==> config.mk <==
export PLATFORM = sky130hd
export DESIGN_NAME = nn_sequencer
export DESIGN_NICKNAME = d
export VERILOG_FILES = /design/src/rtl/nn_seq_pkg.sv /design/src/rtl/nn_seq_progmem.sv /design/src/rtl/nn_sequencer.sv
export SDC_FILE = /design/constraint.sdc
export NUM_CORES = 1
export LEC_CHECK = 0
export CAP_MARGIN = 10
export CELL_PAD_IN_SITES_DETAIL_PLACEMENT = 0
export CELL_PAD_IN_SITES_GLOBAL_PLACEMENT = 2
export CORE_UTILIZATION = 46
export DETAILED_ROUTE_END_ITERATION = 10
export PLACE_DENSITY = 0.86
export SYNTH_ARGS = -nofsm -noshare
export SYNTH_HDL_FRONTEND = slang
export SYNTH_HIERARCHICAL = 1
export SYNTH_SLANG_ARGS = --single-unit
==> constraint.sdc <==
create_clock -name clk -period 9.6 [get_ports clk]
set_input_delay 0.96 -clock clk [delete_from_list [all_inputs] [get_ports clk]]
set_output_delay 0.96 -clock clk [all_outputs]
set_load 0.02 [all_outputs]
==> src/rtl/nn_seq_pkg.sv <==
`default_nettype none
// ----------------------------------------------------------------------------
// nn_seq_pkg : shared types and widths for the nn instruction sequencer
// Rev 1.0
// ----------------------------------------------------------------------------
package nn_seq_pkg;

  localparam int INSTR_W = 25;
  localparam int DATA_W  = 16;
  localparam int AUX_W   = 8;
  localparam int WORD_W  = 2 + AUX_W + INSTR_W;

  typedef enum logic [1:0] {
    OP_ISSUE = 2'd0,
    OP_WAIT  = 2'd1,
    OP_LOOP  = 2'd2,
    OP_HALT  = 2'd3
  } seq_op_e;

  typedef struct packed {
    seq_op_e                op;
    logic [AUX_W-1:0]       aux;
    logic [INSTR_W-1:0]     payload;
  } seq_word_t;

  typedef enum logic [1:0] {
    ST_IDLE  = 2'd0,
    ST_RUN   = 2'd1,
    ST_WAITV = 2'd2
  } state_e;

  function automatic logic [AUX_W-1:0] sat_inc(input logic [AUX_W-1:0] v);
    return (v == {AUX_W{1'b1}}) ? v : v + AUX_W'(1);
  endfunction

endpackage
`default_nettype wire

==> src/rtl/nn_seq_progmem.sv <==
`default_nettype none
// ----------------------------------------------------------------------------
// nn_seq_progmem : flop-based program store, sync write, combinational read
// Rev 1.0
// ----------------------------------------------------------------------------
module nn_seq_progmem
  import nn_seq_pkg::*;
#(
  parameter int PROG_DEPTH = 32,
  parameter int AW         = $clog2(PROG_DEPTH)
) (
  input  logic            clk,
  input  logic            we,
  input  logic            busy,
  input  logic [AW-1:0]   waddr,
  input  seq_word_t       wdata,
  input  logic [AW-1:0]   raddr,
  output seq_word_t       rdata
);

  seq_word_t mem_q [PROG_DEPTH];
  seq_word_t mem_d [PROG_DEPTH];

  // Writes are dropped while a program is executing.
  always_comb begin
    for (int i = 0; i < PROG_DEPTH; i++) begin
      mem_d[i] = (we && !busy && (waddr == AW'(i))) ? wdata : mem_q[i];
    end
  end

  always_ff @(posedge clk) begin
    for (int i = 0; i < PROG_DEPTH; i++) begin
      mem_q[i] <= mem_d[i];
    end
  end

  assign rdata = mem_q[raddr];

endmodule
`default_nettype wire

==> src/rtl/nn_sequencer.sv <==
`default_nettype none
// ----------------------------------------------------------------------------
// nn_sequencer : program-driven micro-sequencer for the 2x2 nn instruction bus
// Rev 1.0
// ----------------------------------------------------------------------------
module nn_sequencer
  import nn_seq_pkg::*;
#(
  parameter  int PROG_DEPTH = 32,
  localparam int AW         = $clog2(PROG_DEPTH)
) (
  input  logic                     clk,
  input  logic                     rst,
  input  logic                     prog_we,
  input  logic [AW-1:0]            prog_addr,
  input  logic [WORD_W-1:0]        prog_wdata,
  input  logic [AUX_W-1:0]         loop_count,
  input  logic                     start,
  output logic [INSTR_W-1:0]       instruction,
  input  logic                     nn_valid_out_1,
  input  logic                     nn_valid_out_2,
  input  logic signed [DATA_W-1:0] nn_data_out_1,
  input  logic signed [DATA_W-1:0] nn_data_out_2,
  output logic signed [DATA_W-1:0] result_1,
  output logic signed [DATA_W-1:0] result_2,
  output logic                     result_valid,
  output logic                     busy,
  output logic                     done,
  output logic                     timeout_err,
  output logic [AW-1:0]            pc
);

  localparam logic [AW-1:0] PC_LAST = AW'(PROG_DEPTH - 1);

  state_e                    state_q, state_d;
  logic [AW-1:0]             pc_q, pc_d;
  logic [AUX_W-1:0]          hold_q, hold_d;
  logic [AUX_W-1:0]          tmo_q, tmo_d;
  logic [AUX_W-1:0]          loop_q, loop_d;
  logic                      seen_1_q, seen_1_d;
  logic                      seen_2_q, seen_2_d;
  logic                      eop_q, eop_d;
  logic signed [DATA_W-1:0]  result_1_q, result_1_d;
  logic signed [DATA_W-1:0]  result_2_q, result_2_d;
  logic                      result_valid_q, result_valid_d;
  logic                      timeout_err_q, timeout_err_d;

  seq_word_t                 word;
  logic [INSTR_W-1:0]        instr;
  logic                      done_c;
  logic                      abort_c;
  logic                      busy_c;
  logic                      last_pc;
  logic [AW-1:0]             pc_inc;

  nn_seq_progmem #(
    .PROG_DEPTH (PROG_DEPTH),
    .AW         (AW)
  ) u_progmem (
    .clk   (clk),
    .we    (prog_we),
    .busy  (busy_c),
    .waddr (prog_addr),
    .wdata (seq_word_t'(prog_wdata)),
    .raddr (pc_q),
    .rdata (word)
  );

  assign last_pc = (pc_q == PC_LAST);
  assign pc_inc  = pc_q + AW'(1);

  always_comb begin
    state_d        = state_q;
    pc_d           = pc_q;
    hold_d         = hold_q;
    tmo_d          = tmo_q;
    loop_d         = loop_q;
    seen_1_d       = seen_1_q;
    seen_2_d       = seen_2_q;
    eop_d          = eop_q;
    result_1_d     = result_1_q;
    result_2_d     = result_2_q;
    result_valid_d = 1'b0;
    timeout_err_d  = timeout_err_q;
    instr          = '0;
    done_c         = 1'b0;
    abort_c        = 1'b0;

    case (state_q)
      ST_IDLE: begin
        if (start) begin
          state_d       = ST_RUN;
          pc_d          = '0;
          loop_d        = loop_count;
          timeout_err_d = 1'b0;
          hold_d        = '0;
          tmo_d         = '0;
          seen_1_d      = 1'b0;
          seen_2_d      = 1'b0;
          eop_d         = 1'b0;
        end
      end

      ST_RUN: begin
        // Running off the end of the program behaves exactly like HALT.
        if (eop_q || (word.op == OP_HALT)) begin
          done_c  = 1'b1;
          state_d = ST_IDLE;
          eop_d   = 1'b0;
        end else begin
          case (word.op)
            OP_ISSUE: begin
              instr = word.payload;
              if (hold_q >= word.aux) begin
                hold_d = '0;
                if (last_pc) eop_d = 1'b1;
                else         pc_d  = pc_inc;
              end else begin
                hold_d = sat_inc(hold_q);
              end
            end
            OP_WAIT: begin
              instr    = word.payload;
              state_d  = ST_WAITV;
              tmo_d    = '0;
              seen_1_d = 1'b0;
              seen_2_d = 1'b0;
            end
            OP_LOOP: begin
              if (loop_q != '0) begin
                loop_d = loop_q - AUX_W'(1);
                pc_d   = AW'(word.aux);
              end else if (last_pc) begin
                eop_d = 1'b1;
              end else begin
                pc_d = pc_inc;
              end
            end
            default: ;
          endcase
        end
      end

      ST_WAITV: begin
        instr = word.payload;
        if (nn_valid_out_1) begin
          result_1_d = nn_data_out_1;
          seen_1_d   = 1'b1;
        end
        if (nn_valid_out_2) begin
          result_2_d = nn_data_out_2;
          seen_2_d   = 1'b1;
        end
        // Completion wins over a timeout expiring in the same cycle.
        if (seen_1_d && seen_2_d) begin
          result_valid_d = 1'b1;
          seen_1_d       = 1'b0;
          seen_2_d       = 1'b0;
          hold_d         = '0;
          state_d        = ST_RUN;
          if (last_pc) eop_d = 1'b1;
          else         pc_d  = pc_inc;
        end else if ((word.aux != '0) && (tmo_q >= (word.aux - AUX_W'(1)))) begin
          abort_c       = 1'b1;
          done_c        = 1'b1;
          timeout_err_d = 1'b1;
          state_d       = ST_IDLE;
        end else begin
          tmo_d = sat_inc(tmo_q);
        end
      end

      default: state_d = ST_IDLE;
    endcase
  end

  always_ff @(posedge clk) begin
    if (rst) begin
      state_q        <= ST_IDLE;
      pc_q           <= '0;
      hold_q         <= '0;
      tmo_q          <= '0;
      loop_q         <= '0;
      seen_1_q       <= 1'b0;
      seen_2_q       <= 1'b0;
      eop_q          <= 1'b0;
      result_1_q     <= '0;
      result_2_q     <= '0;
      result_valid_q <= 1'b0;
      timeout_err_q  <= 1'b0;
    end else begin
      state_q        <= state_d;
      pc_q           <= pc_d;
      hold_q         <= hold_d;
      tmo_q          <= tmo_d;
      loop_q         <= loop_d;
      seen_1_q       <= seen_1_d;
      seen_2_q       <= seen_2_d;
      eop_q          <= eop_d;
      result_1_q     <= result_1_d;
      result_2_q     <= result_2_d;
      result_valid_q <= result_valid_d;
      timeout_err_q  <= timeout_err_d;
    end
  end

  assign busy_c       = (state_q != ST_IDLE) && !done_c;
  assign busy         = busy_c;
  assign done         = done_c;
  assign instruction  = instr;
  assign result_1     = result_1_q;
  assign result_2     = result_2_q;
  assign result_valid = result_valid_q;
  assign timeout_err  = timeout_err_q | abort_c;
  assign pc           = pc_q;

endmodule
`default_nettype wire
Yosys cells after proc, flatten, opt, wreduce, memory -nomap -nowiden
Memories as Yosys holds them, arrays and structs flattened. A register that Yosys moved wholly into a read port is not among the register bits.
Cells that the tools add are included.

storage, ports and cells
  bits of input ports = 86
  memory bits (writable) = 1,120
  output and inout bits = 66
  ROM bits = 0
  flip-flop bits (word level) = 68
  memories kept = 1
  bits in latches = 0

memory list
  memory           depth  width  rd ports  clocked after memory_dff  wr ports  RTL line              source
  u_progmem.mem_q  32     35     1         1                         1         nn_seq_progmem.sv:21  seq_word_t mem_q [PROG_DEPTH];

operators by class
  $lt $le $gt $ge = 2
  shift operators = 0
  reductions and logical operators = 91
  bitwise gates (word level) = 2
  mux-type cells = 189
  add/sub/neg operators = 5
  eq/ne operators = 90
  multiply operators = 0
  divide/modulo/power cells = 0

operators with widths
  operator                                                               count
  35-bit 2-to-1 mux                                                      63
  35-bit OR reduction                                                    31
  5-bit 2-to-1 mux                                                       39
  8-bit 2-to-1 mux                                                       15
  5-bit equality test, second input constant                             17
  1-bit 2-to-1 mux                                                       52
  25-bit 2-to-1 mux                                                      2
  25-bit one-hot mux with 2 select lines                                 1
  8-bit one-hot mux with 3 select lines                                  2
  5-bit by 4-bit equality test with 1-bit output, second input constant  8
  1-bit logical AND                                                      36
  1-bit inequality test, second input constant                           32
  5-bit by 3-bit equality test with 1-bit output, second input constant  4
  2-bit inequality test, second input constant                           9
  6-bit AND reduction                                                    3
  8-bit by 1-bit adder with 8-bit output, second input constant          2
  8-bit equality test, second input constant                             2
  8-bit greater-or-equal comparator                                      2
  8-bit one-hot mux with 2 select lines                                  1
  8-bit nonzero test                                                     2
  8-bit by 1-bit subtractor with 8-bit output, second input constant     2
  5-bit one-hot mux with 3 select lines                                  1
  5-bit by 2-bit equality test with 1-bit output, second input constant  2
  2-bit 2-to-1 mux                                                       5
  27 further kinds                                                       46

Logic depth before layout (Yosys ltp)
Gate-level depths: netlist of the first run.

  depth in word-level cells = 44
  depth in mapped cells = 21
  mapped depth without buffers = 19

By module
Netlist of the first run, hierarchy kept.

modules (own cells, without submodules)
  module          times used  cells each  area an instance (um^2)
  nn_seq_progmem  1           2,442       43,879.6
  nn_sequencer    1           513         4,080.2

Least setup slack after synthesis of the first run
No wires, ideal clock.

  kind = register to register
  start = reg pc[0] (netlist name)
  end = mem u_progmem/mem_q[3][0] (netlist name), enable pin
  data required time = 9.129 ns
  data arrival time = 7.230 ns
  setup time = 0.471 ns
  stages on the path, launching flop included = 21
  clock period less this slack = 7.701 ns
  setup slack = 1.899 ns
  path buffers = 3
  cell sequence = dfxtp_1 > buf_8 > buf_12 > buf_6 > mux2i_1 > a21oi_1 > a31oi_1 > nand3_1 > nor3_1 > nand2_1 > nor4_1 > xnor2_1 > ha_1 > a21oi_1 > a22oi_1 > o21ai_0 > a21boi_0 > nor2_1 > nor3b_1 > nand3_1 > nor3_1

RTL lines
  item              RTL line
  end: declaration  nn_seq_progmem.sv:21

==> impl_summary.txt, run 1 <==
----------------------------------------------------
[Timing]
  Max-slew violation count ... 0
  Setup Total Neg Slack ... 0 ps
  Post-Route Hold Slack ... ~450 ps
  Final worst slack ... around 1800 ps
  Count of endpoints failing setup in the final report ... 0
  Clock period minus worst slack ... 7770 ps
  Setup clock skew after layout ... 33.7 ps
  Final hold violations ... 0
  Share of the cycle needed by the critical path after routing ... 0.809
  Unrepaired setup endpoints after global routing ... no
  Pin slew with the least headroom to its limit ... approximately 1300 ps
  Maximum clock frequency ... 0.129 GHz
  Headroom to the max-slew limit ... 0.163

[Clocking]
  Number of clock sinks ... 1188
  CTS max path bufs ... 3
  CTS Hold Buffers Added ... 0
  CTS buffer count ... 118
  Number of H-tree levels ... 3
  Number of gates given a new drive strength after cts ... 0
  Clock Pin Slew Worst Setup and Hold Paths ... 70 ps
  Root buf cell ... sky130_fd_sc_hd__clkbuf_16
  CTS tree ... yes
  Post-CTS Repair Setup Buffers ... 0
  Source-to-sink clock delay at the later pin of the worst-skew pair ... 720 ps

[Worst setup path]
  Worst EP arrival ... 8070 ps
  Most frequent cell on the critical path ... sky130_fd_sc_hd__nand3_1
  Kind of critical path ... register to register
  Crit path max fanout ... 54
  Gate family responsible for the most delay along the worst path ... simple AND/OR/NAND/NOR gates
  CP max-delay cell ... sky130_fd_sc_hd__nor2_4
  Data required time of the critical path ... 9900 ps
  Critical Path Start Type ... register
  Worst-path cell chain ... and2_4 -> buf_4 -> a22oi_1 -> nand3_1 -> nand3_1 -> inv_1 -> nand2_1 -> nor4_1 -> xnor2_1 -> ha_1 -> a21oi_1 -> a22oi_1 -> o21ai_0 -> a21boi_0 -> nor2_1 -> nor3b_1 -> nand3_1 -> nor2_4
  Critical path capture point type ... register
  Max stage delay on crit path ... 1030 ps
  Total buffers and inverters traversed by the critical path ... 2

[Global routing]
  Largest net degree at the start of global routing ... 136
  Grt total ovfl ... 0
  Combined global-route utilization of all metal layers ... 0.221
  Via count of the first global-routing pass ... 26700
  Global-route wire length before repair ... around 170000 um
  Number of antenna violations at the first check in global routing ... 2

[Finish]
  Synthesis-to-layout area growth ... 14.3%
  Post-route cell area ... 0.0548 mm2
  Nets ... 3243
  Highest-count cells in the layout ignoring fill and taps ... 1120 x sky130_fd_sc_hd__edfxtp_1, 563 x sky130_fd_sc_hd__mux2i_1, 194 x sky130_fd_sc_hd__nand2_1, 160 x sky130_fd_sc_hd__a21oi_1, 150 x sky130_fd_sc_hd__clkdlybuf4s50_1
  Most frequent standard cell in the layout excluding fill and tap cells ... sky130_fd_sc_hd__edfxtp_1
  Ratio of cells with drive above 1 in the final layout ... 0.0962
  Sequential cell area ... 0.0350 mm2
  Area of the multi-input gates ... 0.0119 mm2
  # fillers ... 8202

[Drt]
  Total via count in the routed design ... 26800
  Number of search-and-repair iterations in the first detailed-routing pass ... 5
  Remaining antenna violation count ... 0
  Initial drt markers ... 2383
  Detail-routed via count per cell ... 5.81
  Final routed wire length divided by cell count ... 25.5 um
  Drc violations ... 0
  Post-Route WL ... 118000 um

[Synth]
  Count of mapped cells out of synthesis ... 2955
  Number of flip-flops and latches in the synthesized netlist ... 1188
  Cell type with the largest total area after synthesis ... sky130_fd_sc_hd__edfxtp_1
  Cell types occupying the most area after synthesis ... sky130_fd_sc_hd__edfxtp_1 70%, sky130_fd_sc_hd__mux2i_1 12%, sky130_fd_sc_hd__dfxtp_1 2.8%
  Synthesized area ... roughly 0.048 mm2
  Yosys top cell area share ... 0.701
  Number of synthesis warnings ... 6
  Async SR Flop Fraction ... 0
  Count of unique library cells instantiated by Yosys ... 69
  Post-synthesis area per instance ... 16.2 um2
  Main flop type after synthesis ... sky130_fd_sc_hd__edfxtp_1
  Post-synth net total ... 3066
  Part of the Yosys area used for sequential elements ... 0.730
  EDFF count, synth ... 1120

[Pwr]
  Net switching power figure ... 0.00278 W
  Maximum resistive drop on vdd ... 150 uV
  Flop pwr share ... 0.501
  Leak ... 16.6 nW
  Internal power contribution ... 0.00881 W
  Combinational share of power ... 0.113
  Power consumption ... 0.0116 W
  Power Density ... 212 mW/mm2
  Switching Fraction ... 0.240
  Clk pwr share ... 0.386

[Die]
  Std-Cell Core Area ... 0.103 mm2
  Area of the die ... 0.106 mm2
  Std cell rows ... 118
  Height of the chip ... approximately 320 um
  Width of the chip ... 325 um
  Starting density of the core ... 0.463
  Ports ... about 150

[Placed design]
  IO Port Bufs ... 151
  Worst setup timing slack at the placement stage ... 1830 ps
  DP Area ... just over 0.05 mm2
  GPL Wtd Cong ... just over 0.8
  HPWL after detailed placement ... 67700 um

[Hold path]
  Hold crit path type ... register to register

[Job]
  Max-cap violations ... 0

[Run status]
  Outcome ... finished, final reports clean

----------------------------------------------------
[Yosys cell counts (all sizes together), types with 3 or more instances]
master  count
edfxtp   1120
mux2i     563
nand2     195
a21oi     160
nand3     119
a22oi     113
buf       112
a22o       70
dfxtp      68
clkbuf     54
nor2       54
nor3       54
a31oi      40
and2       29
o21ai      28
ha         25
inv        25
nand2b     14
o31ai      11
o211ai      9
or2         7
xnor2       7
nor4        6
nand3b      5
nand4       5
nor2b       5
o31a        5
nor3b       4
o41ai       4
a211oi      3
a21o        3
o22ai       3
or3         3
[metal layers]
layer	track usage	routed length, um	up-vias
li1	-	-	11900
met4	0.0604	2600	0
met1	0.305	49800	13700
met2	0.360	56500	1021
met5	0	0	-
met3	0.0396	9030	171
[path summary, 6_finish.rpt]
check                                                    endpoint                      from  cells after the start  slack (ps)
worst max-delay path            u_progmem/mem_q[15][21]$_DFFE_PP_        pc[2]$_SDFFE_PP0P_                     18        1830
worst min-delay path                     result_2[3]$_SDFFE_PP0P_  result_2[3]$_SDFFE_PP0P_                      2         450
worst max register to register  u_progmem/mem_q[15][21]$_DFFE_PP_        pc[2]$_SDFFE_PP0P_                     18        1830
worst min register to register           result_2[3]$_SDFFE_PP0P_  result_2[3]$_SDFFE_PP0P_                      2         450
[power by group through the flow]
| stage | clock network [W] | registers (W) | logic, W |
|---|---|---|---|
| floorplan | 0 | 0.00590 | 0.000933 |
| global placement | 0 | 0.00591 | 0.00128 |
| detailed placement | 0 | 0.00592 | 0.00130 |
| CTS | 0.00455 | 0.00581 | 0.00131 |
| global route | 0.00474 | 0.00581 | 0.00142 |
| finish | 0.00448 | 0.00581 | 0.00131 |
[kinds of logic (layout without fill, tap and decap cells)]
family | count (synthesis) | after routing | synth area share
other | 0 | 5 | 0
adder cells (fa/ha/maj) | 25 | 25 | 0.00652
AO/OA/AOI/OAI | 466 | 466 | 0.0661
flip-flops | 1188 | 1188 | 0.730
multiplexers | 564 | 564 | 0.118
AND/OR/NAND/NOR | 510 | 510 | 0.0517
buffers and inverters | 193 | 470 | 0.0266
XOR/XNOR | 9 | 9 | 0.00164
[flip-flops by register name (all words and copies together), names as in the netlist, 2 cells and up]
signal           flops
u_progmem/mem_q   1120
result_1            16
result_2            16
hold_q               8
loop_q               8
tmo_q                8
pc                   5
state_q              2
[through the flow]
| stage | utilization | std cells |
|---|---|---|
| after detailed placement | 0.491 | 4382 |
| after global routing | 0.529 | 4612 |
| after CTS | 0.527 | 4602 |
| after floorplan | - | 2955 |
| after global placement | 0.490 | 4380 |
| final | 0.530 | 4617 |
[final cells by class]
class / instances / area share
multi-input cells: 1574 / 0.218
repair buffers: 223 / 0.0412
inverters: 27 / 0.00185
flip-flops and latches: 1188 / 0.639
diodes: 5 / 0.000228
well taps: 1380 / 0.0315
clock inverters: 78 / 0.0122
clock buffers: 142 / 0.0567
[worst register-to-register path, cell delays in order (launching register included)]
cell and delay [ps]:
sky130_fd_sc_hd__dfxtp_1 630, sky130_fd_sc_hd__and2_4 660, sky130_fd_sc_hd__buf_4 800, sky130_fd_sc_hd__a22oi_1 180, sky130_fd_sc_hd__nand3_1 200, sky130_fd_sc_hd__nand3_1 300
sky130_fd_sc_hd__inv_1 170, sky130_fd_sc_hd__nand2_1 100, sky130_fd_sc_hd__nor4_1 240, sky130_fd_sc_hd__xnor2_1 130, sky130_fd_sc_hd__ha_1 330, sky130_fd_sc_hd__a21oi_1 80
sky130_fd_sc_hd__a22oi_1 490, sky130_fd_sc_hd__o21ai_0 250, sky130_fd_sc_hd__a21boi_0 280, sky130_fd_sc_hd__nor2_1 140, sky130_fd_sc_hd__nor3b_1 850, sky130_fd_sc_hd__nand3_1 500
sky130_fd_sc_hd__nor2_4 1030
Power figures use the tool's default switching activity.
==> run 2: changes to the inputs <==
- CORE_UTILIZATION: 46 -> 42
- PLACE_DENSITY: 0.86 -> 0.83
- clock period: 9.6 -> 6.6 ns (I/O delays scaled with it)
==> impl_summary.txt, run 2 (synthesis results as in run 1) <==
----------------------------------------------------
[Worst setup path]
  Worst EP arrival ... 6630 ps
  Max stage delay on crit path ... a little over 900 ps
  Data required time of the critical path ... 6980 ps
  Crit path max fanout ... 22
  Worst reg-to-reg path cell count ... 18
  Reg-to-reg startpoint ... pc[0]$_SDFFE_PP0P_
  Instance count on the critical path ... 18
  Total buffers and inverters traversed by the critical path ... 2
  Worst reg2reg endpoint ... u_progmem/mem_q[22][12]$_DFFE_PP_
  Critical path endpoint ... u_progmem/mem_q[22][12]$_DFFE_PP_
  CP max-delay cell ... sky130_fd_sc_hd__nor2_4
  Worst-path cell chain ... buf_4 -> mux2i_1 -> a22o_1 -> nor3_1 -> a31oi_1 -> nand3_1 -> nor4_1 -> xnor2_1 -> ha_1 -> nand4_1 -> nor3b_4 -> o21ai_0 -> a21boi_0 -> nor2_2 -> and3b_1 -> nand3b_1 -> nor2_4 -> buf_4
  Critical Path Start Type ... register
  Most frequent cell on the critical path ... sky130_fd_sc_hd__buf_4
  R2R Setup Slk ... 340 ps
  Critical path capture point type ... register
  Gate family responsible for the most delay along the worst path ... simple AND/OR/NAND/NOR gates
  Kind of critical path ... register to register
  Critical path origin ... pc[0]$_SDFFE_PP0P_

[Drt]
  Total via count in the routed design ... 26800
  Detail-routed via count per cell ... 5.64
  Final routed wire length divided by cell count ... approximately 25 um
  Post-Route WL ... 120000 um
  Remaining antenna violation count ... 0
  Initial drt markers ... 2436
  Drc violations ... 0
  Number of search-and-repair iterations in the first detailed-routing pass ... 5

[Clocking]
  CTS Hold Buffers Added ... 0
  Number of clock sinks ... 1188
  Number of H-tree levels ... 3
  Root buf cell ... sky130_fd_sc_hd__clkbuf_16
  CTS buffer count ... 117
  CTS tree ... yes
  CTS max path bufs ... 3
  Clock Pin Slew Worst Setup and Hold Paths ... about 70 ps
  Source-to-sink clock delay at the later pin of the worst-skew pair ... 700 ps

[Timing]
  Unrepaired setup endpoints after global routing ... no
  Headroom to the max-slew limit ... 0.173
  Setup Total Neg Slack ... 0 ps
  Setup clock skew after layout ... ~25 ps
  Clock period minus worst slack ... 6260 ps
  Max-slew violation count ... 0
  Maximum clock frequency ... 0.160 GHz
  Final hold violations ... 0
  Final worst slack ... 345 ps
  Count of endpoints failing setup in the final report ... 0
  Share of the cycle needed by the critical path after routing ... 0.948
  Pin slew with the least headroom to its limit ... about 1200 ps
  Post-Route Hold Slack ... 456 ps

[Finish]
  Most frequent standard cell in the layout excluding fill and tap cells ... sky130_fd_sc_hd__edfxtp_1
  Post-route cell area ... 0.0554 mm2
  Nets ... 3275
  Largest register by flop count ... u_progmem/mem_q
  Final standard cell count with taps included and fillers excluded ... 4758
  Ratio of cells with drive above 1 in the final layout ... 0.108
  Sequential cell area ... 0.0350 mm2
  # fillers ... around 9300
  Area of the multi-input gates ... 0.0120 mm2
  Synthesis-to-layout area growth ... 15.6%
  Max FFs per register ... 1120
  Highest-count cells in the layout ignoring fill and taps ... 1120 x sky130_fd_sc_hd__edfxtp_1, 563 x sky130_fd_sc_hd__mux2i_1, 194 x sky130_fd_sc_hd__nand2_1, 160 x sky130_fd_sc_hd__a21oi_1, 149 x sky130_fd_sc_hd__clkdlybuf4s50_1

[Pwr]
  Leak ... 16.8 nW
  Maximum resistive drop on vdd ... 222 uV
  Power Density ... 308 mW/mm2

[Placed design]
  Worst setup timing slack at the placement stage ... approximately 160 ps
  Placed Cells ... 4532
  HPWL after detailed placement ... 69900 um
  IO Port Bufs ... 151
  DP Area ... a little over 0.05 mm2
  GPL Wtd Cong ... 0.839

[Global routing]
  Largest net degree at the start of global routing ... 123
  Global-route wire length before repair ... 175000 um
  Combined global-route utilization of all metal layers ... 0.203
  Number of antenna violations at the first check in global routing ... 2
  Grt total ovfl ... 0
  Via count of the first global-routing pass ... between 20000 and 30000

[Die]
  Height of the chip ... 340 um
  Std cell rows ... between 100 and 150
  Ports ... 152
  Starting density of the core ... 0.425
  Std-Cell Core Area ... 0.113 mm2
  Width of the chip ... 340 um
  Area of the die ... approximately 0.12 mm2

[Job]
  Max-cap violations ... 0

[Run status]
  Outcome ... finished, final reports clean

[Hold path]
  Hold crit path type ... register to register

----------------------------------------------------
[run 2: through the flow]
stage / util / power (W)
after floorplan: - / 0.00994
after global placement: 0.455 / 0.0105
after detailed placement: 0.455 / 0.0106
after CTS: 0.490 / 0.0172
after global routing: 0.491 / 0.0176
final: 0.491 / 0.0171
[run 2: final cells by class]
type	instances	share of cell area
clock buffers	145	0.0555
well taps	1500	0.0339
repair buffers	256	0.0472
multi-input cells	1574	0.216
diodes	1	0.0000451
flip-flops and latches	1188	0.631
inverters	27	0.00183
clock inverters	67	0.0136
[run 2: worst min-delay path, stage by stage, from the launching register on]
cell                      delay (ps)
sky130_fd_sc_hd__dfxtp_1         310
sky130_fd_sc_hd__nand2_1          50
sky130_fd_sc_hd__a21oi_1          50
[run 2: how the worst min path moves through the flow]
| stage | startpoint | endpoint | slack [ps] | depth (start not counted) |
|---|---|---|---|---|
| 6_report | result_2[6]$_SDFFE_PP0P_ | result_2[6]$_SDFFE_PP0P_ | 460 | 2 |
| 4_1_cts | result_1[8]$_SDFFE_PP0P_ | result_1[8]$_SDFFE_PP0P_ | 460 | 2 |
| 2_1_floorplan | hold_q[0]$_SDFFE_PP0P_ | hold_q[0]$_SDFFE_PP0P_ | 460 | 2 |
| 3_5_place_dp | result_1[8]$_SDFFE_PP0P_ | result_1[8]$_SDFFE_PP0P_ | 450 | 2 |
| 3_3_place_gp | result_1[7]$_SDFFE_PP0P_ | result_1[7]$_SDFFE_PP0P_ | 440 | 2 |
| 5_1_grt | result_2[10]$_SDFFE_PP0P_ | result_2[10]$_SDFFE_PP0P_ | 480 | 2 |
[run 2: metal layers]
layer | GRT usage | part of all wire
met2 | 0.342 | 0.49
met3 | 0.0314 | 0.065
met4 | 0.0625 | 0.026
met5 | 0 | 0
met1 | 0.271 | 0.42
[run 2: timing repair]
| action | in CTS | in global routing |
|---|---|---|
| hold endpoints to repair | 0 | 0 |
| gates resized for setup | 1 | 6 |
| endpoints found under the setup margin | 1 | 44 |
| setup buffers | 6 | 0 |
| gates cloned | 0 | 0 |
[run 2: where the power goes]
group	internal (W)	total (W)	switching, W
logic	0.000761	0.00198	0.00122
registers	0.00837	0.00843	0.0000594
clock network	0.00386	0.00665	0.00279
